<file path="config.mk">
export PLATFORM = sky130hd
export DESIGN_NAME = seq_divider
export DESIGN_NICKNAME = d
export VERILOG_FILES = /design/src/rtl/seq_divider.sv
export SDC_FILE = /design/constraint.sdc
export NUM_CORES = 1
export LEC_CHECK = 0
export CAP_MARGIN = 0
export CORE_MARGIN = 2
export CORE_UTILIZATION = 28
export DETAILED_ROUTE_END_ITERATION = 12
export PLACE_DENSITY = 0.57
export SYNTH_ARGS = -nofsm -noshare
export SYNTH_HDL_FRONTEND = slang
export SYNTH_SLANG_ARGS = --single-unit
</file>
<file path="constraint.sdc">
create_clock -name clk -period 3 [get_ports clk]
set_input_delay 0.3 -clock clk [delete_from_list [all_inputs] [get_ports clk]]
set_output_delay 0.3 -clock clk [all_outputs]
set_load 0.01 [all_outputs]
</file>
<file path="src/rtl/seq_divider.sv">
// Multi-cycle radix-2 restoring divider for RV32M DIV/DIVU/REM/REMU.
// One trial subtraction per cycle; signs are fixed up in a final cycle.
module seq_divider #(
  parameter int WIDTH = 32
) (
  input  logic             clk,
  input  logic             rst,
  input  logic             start,
  input  logic [1:0]       op,
  input  logic [WIDTH-1:0] dividend,
  input  logic [WIDTH-1:0] divisor,
  output logic             busy,
  output logic             done,
  output logic [WIDTH-1:0] result
);

  localparam int CW = $clog2(WIDTH) + 1;

  localparam logic [1:0] IDLE = 2'd0;
  localparam logic [1:0] CALC = 2'd1;
  localparam logic [1:0] FIX  = 2'd2;
  localparam logic [1:0] DONE = 2'd3;

  localparam logic [WIDTH-1:0] MIN_NEG = {1'b1, {(WIDTH-1){1'b0}}};

  logic [1:0]       state_reg;
  logic [CW-1:0]    count_reg;
  logic [1:0]       op_reg;
  logic             sign_q_reg;
  logic             sign_r_reg;
  logic [WIDTH-1:0] rem_reg;
  logic [WIDTH-1:0] quo_reg;
  logic [WIDTH-1:0] dvs_reg;
  logic [WIDTH-1:0] result_reg;

  logic [WIDTH-1:0] dividend_mag;
  logic [WIDTH-1:0] divisor_mag;
  logic [WIDTH:0]   trial;
  logic [WIDTH-1:0] q_fix;
  logic [WIDTH-1:0] r_fix;

  // Signed ops work on magnitudes; the most negative value maps onto itself,
  // which is still the correct unsigned magnitude.
  assign dividend_mag = (!op[0] && dividend[WIDTH-1]) ? -dividend : dividend;
  assign divisor_mag  = (!op[0] && divisor[WIDTH-1])  ? -divisor  : divisor;

  // Shifted-in partial remainder minus divisor, one bit wider so the MSB is the borrow.
  assign trial = {rem_reg, quo_reg[WIDTH-1]} - {1'b0, dvs_reg};

  assign q_fix = (!op_reg[0] && sign_q_reg) ? -quo_reg : quo_reg;
  assign r_fix = (!op_reg[0] && sign_r_reg) ? -rem_reg : rem_reg;

  always_ff @(posedge clk) begin
    if (rst) begin
      state_reg  <= IDLE;
      count_reg  <= '0;
      op_reg     <= '0;
      sign_q_reg <= 1'b0;
      sign_r_reg <= 1'b0;
      rem_reg    <= '0;
      quo_reg    <= '0;
      dvs_reg    <= '0;
      result_reg <= '0;
    end else begin
      case (state_reg)
        IDLE: begin
          if (start) begin
            op_reg <= op;
            if (divisor == '0) begin
              result_reg <= op[1] ? dividend : '1;
              state_reg  <= DONE;
            end else if (!op[0] && dividend == MIN_NEG && divisor == '1) begin
              result_reg <= op[1] ? '0 : MIN_NEG;
              state_reg  <= DONE;
            end else begin
              dvs_reg    <= divisor_mag;
              quo_reg    <= dividend_mag;
              rem_reg    <= '0;
              sign_q_reg <= dividend[WIDTH-1] ^ divisor[WIDTH-1];
              sign_r_reg <= dividend[WIDTH-1];
              count_reg  <= CW'(WIDTH);
              state_reg  <= CALC;
            end
          end
        end
        CALC: begin
          rem_reg   <= trial[WIDTH] ? {rem_reg[WIDTH-2:0], quo_reg[WIDTH-1]} : trial[WIDTH-1:0];
          quo_reg   <= {quo_reg[WIDTH-2:0], ~trial[WIDTH]};
          count_reg <= count_reg - CW'(1);
          if (count_reg == CW'(1)) begin
            state_reg <= FIX;
          end
        end
        FIX: begin
          result_reg <= op_reg[1] ? r_fix : q_fix;
          state_reg  <= DONE;
        end
        default: begin
          state_reg <= IDLE;
        end
      endcase
    end
  end

  assign busy   = (state_reg == CALC) || (state_reg == FIX);
  assign done   = (state_reg == DONE);
  assign result = result_reg;

endmodule

</file>
==> reports/results.ini <==
[cts]
cts_buffers = 17
path_clk_slew_ps = 60
cts_max_level = 4
ctsHoldBuffers = 0
clock-sinks = 140
cts_tree = built
clk_latency_ps = 450
cts-root-buf = clkbuf_16
clk_path_buf_depth = 2

[yosys]
synth-edff-count = 0
yosys_most_used_dff = dfxtp_1
synthesis.area_um2 = 10600
async_flop_share = 0
syn_inst = 1452
yosys_warnings = 0
synth_cell_type_count = 67
syn_avg_cell_area_um2 = 7.32
synth_seq_cells = 140
synth_nets = 1565
synth-seq-area-share = 0.264

[detailed_routing]
route.detailed.drc = 0
vias = 11700
dr.pass1.iters = 5
vias_per_cell = 5.25
wl_per_cell_um = 17.3
drt-initial-drc-count = 908
routed_wl_mm = 38.7
ant_nets = 0

[grt]
first_global_vias = 11100
antenna_found_initial = 1
grt_start_max_net_pins = 86
grt_pass1_wl_mm = 60.5
grt-ovfl-total = 0
grt_use_total = 0.195

[critical_path]
setup.worst_path.start_class = flip-flop
endpoint_kind = flip-flop
crit_slowest_cell = or4_4
path_cells = or4_4 > nor4_4 > buf_4 > nand2_4 > or4_4 > or3_4 > o41ai_4 > xnor2_1 > o22ai_1 > o31ai_2
r2r_start = rem_reg[0]$_SDFFE_PP0P_
path_buf_inv = 1
r2r_end = result[29]$_SDFFE_PP0P_
cp.arrival_ps = 3350
path_delay_family = simple AND/OR/NAND/NOR gates
slowest_delay_ps = 540
cpMostUsedCell = or4_4
worst_ep_required_time_ps = 3350
reg2reg_slack_ps = -0.6
reg2reg_depth = 10
path_class = flip-flop to flip-flop
worstPathMaxFanout = 4

[sta]
final-max-slew-violation-count = 0
finalHoldViolations = 0
finalClockSkew_ps = 25.8
whs_ps = 239
final.setup.worst_slack_ps = -0.562
rsz0062_at_grt = yes
worst_slew_pin_slew_ps = 958
max_clock_freq_ghz = 0.333
final-setup-viol-count = 1
final.setup.tns_ps = -0.562
fin_crit_sh = 1.00
finalWorstPathRequiredPeriod_ps = 3000
slew_headroom = 0.362

[outcome]
violations = negative setup slack
outcome = finished with violations

[floorplanning]
num_io_pins = 103
floorplan.initialDensity = 0.283
num_rows = 71
die_h_um = 199
dieArea_um2 = 39500
die_width_um = 199
core_um2 = 37500

[job]
drv_cap = 0

[finish]
register_area_um2 = 2810
area_growth_pct = 37.3
fin_nets = 1827
drive_gt1_frac = 0.189
final_util = 0.389
multiInputGateArea_um2 = 7550
fillCellCount = 3951

[power]
vdd_drop_max_v = 0.000464
p_per_area_nw_per_um2 = 646
finalPower_w = 0.00942
p_leak_nw = 5.85

[placed_design]
dp_hpwl_mm = 30.3
gp_routability_congestion = 0.925
portBuffers = 102
place_ws_ps = -550

[worst_hold_path]
whs_endpoint = op_reg[1]$_SDFFE_PP0P_
holdPathStages = 2
holdCritStartpoint = rst
hold_path.class = primary input to flip-flop

## logic make-up (layout without fill, tap and decap cells)
logic type,count (synthesis),count (layout),synth area share
AO/OA/AOI/OAI,453,453,0.274
adder cells (fa/ha/maj),44,44,0.0525
XOR/XNOR,142,142,0.117
multiplexers,22,22,0.0208
flip-flops,140,140,0.264
buffers and inverters,148,423,0.0529
AND/OR/NAND/NOR,503,503,0.219
other,0,1,0
## how the worst max path moves through the flow
stage | slack [ps] | from | cells after the start | endpoint
after floorplan | 6 | quo_reg[31]$_SDFFE_PP0P_ | 14 | rem_reg[28]$_SDFFE_PP0P_
after global placement | -510 | dividend[16] | 9 | result[24]$_SDFFE_PP0P_
after detailed placement | -550 | dividend[16] | 9 | result[24]$_SDFFE_PP0P_
after CTS | 3 | quo_reg[31]$_SDFFE_PP0P_ | 13 | rem_reg[4]$_SDFFE_PP0P_
after global routing | -110 | rem_reg[0]$_SDFFE_PP0P_ | 10 | result[29]$_SDFFE_PP0P_
final | -0.6 | rem_reg[0]$_SDFFE_PP0P_ | 10 | result[29]$_SDFFE_PP0P_
## per-layer routing
| layer | track usage | up-vias | part of all wire |
|---|---|---|---|
| li1 | - | 5743 | - |
| met1 | 0.261 | 5557 | 0.45 |
| met2 | 0.325 | 392 | 0.46 |
| met3 | 0.0261 | 53 | 0.056 |
| met4 | 0.0616 | 0 | 0.027 |
| met5 | 0 | - | 0 |
## worst reg2reg max path: cells and delay by family (launching register included)
| family | cells | cell delay, ps |
|---|---|---|
| DFF | 1 | 330 |
| xor gates and xnor gates | 1 | 170 |
| AOI/OAI and AO/OA | 3 | 610 |
| and+or+nand+nor | 5 | 1630 |
| buffers and inverters | 1 | 170 |
## timing repair
item,4_1_cts,5_1_grt
setup buffers,1,3
pin swaps,6,21
gates resized for setup,21,52
hold endpoints to repair,0,0
endpoints found under the setup margin,46,51
## final cells by class
cell class / count / area share
antenna: 1 / 0.000172
clock buffer: 20 / 0.0313
multi-input combinational: 1164 / 0.517
tap: 511 / 0.0438
sequential: 140 / 0.192
inverter: 61 / 0.0157
timing repair buffer: 330 / 0.193
clock inverter: 12 / 0.00617
## power by group
group	total, W	internal (W)	switching (W)
Clock	0.00201	0.00111	0.000905
Combinational	0.00488	0.00201	0.00287
Sequential	0.00253	0.00220	0.000326
## Yosys cell counts, drive strengths merged, types with 4 or more instances
cell / instances / share of area
nand2: 175 / 0.062
nor2: 143 / 0.051
dfxtp: 140 / 0.26
a21oi: 125 / 0.059
o21ai: 115 / 0.055
clkbuf: 78 / 0.028
xnor2: 73 / 0.060
xor2: 69 / 0.057
inv: 60 / 0.021
ha: 43 / 0.051
nor3: 41 / 0.020
a211oi: 35 / 0.025
o211ai: 30 / 0.021
o31ai: 28 / 0.021
mux2i: 21 / 0.020
nand3: 21 / 0.010
or3: 20 / 0.012
or4: 20 / 0.015
nor2b: 19 / 0.011
nor4: 19 / 0.011
o311ai: 14 / 0.012
a21o: 13 / 0.0092
nand2b: 13 / 0.0077
nand4: 13 / 0.0077
o41ai: 13 / 0.011
a31oi: 12 / 0.0071
o22ai: 12 / 0.0071
a22o: 11 / 0.0091
buf: 9 / 0.0038
and2: 7 / 0.0041
a221o: 6 / 0.0057
o21a: 5 / 0.0035
o21bai: 5 / 0.0035
a32oi: 4 / 0.0033
or2: 4 / 0.0024
## metrics by stage
step	instances	area [µm²]
3_3_place_gp	2202	13700
4_1_cts	2235	14300
3_5_place_dp	2202	13700
6_report	2239	14600
5_1_grt	2239	14600
2_1_floorplan	1452	10600
## cell usage in the layout, fill, tap and decap left out, types with 6 or more instances in the layout
cell type / Yosys / layout
buf_4: 0 / 216
o211ai_1: 30 / 30
nor4_1: 19 / 17
buf_6: 0 / 7
and2_1: 7 / 6
o22ai_1: 12 / 11
a211oi_1: 35 / 34
nand3_1: 20 / 20
nor2_1: 143 / 139
o31ai_2: 3 / 6
a221o_1: 6 / 6
xor2_1: 69 / 68
o311ai_0: 14 / 13
o21ai_0: 109 / 103
a21o_1: 13 / 13
nand2b_1: 13 / 12
o21ai_1: 5 / 10
or4_4: 3 / 6
or4_1: 17 / 14
xnor2_1: 73 / 73
clkbuf_16: 0 / 17
nor2b_1: 19 / 19
nand4_1: 13 / 13
a21oi_1: 125 / 119
nand2_1: 175 / 174
o31ai_1: 25 / 22
nor3_1: 40 / 39
a22o_1: 11 / 11
dfxtp_1: 140 / 137
clkdlybuf4s50_1: 0 / 95
clkinvlp_4: 0 / 6
inv_1: 59 / 59
or3_1: 20 / 17
o41ai_1: 13 / 10
mux2i_1: 21 / 21
a31oi_1: 12 / 12
ha_1: 43 / 40
No activity file was read; power rests on OpenSTA's default activity.
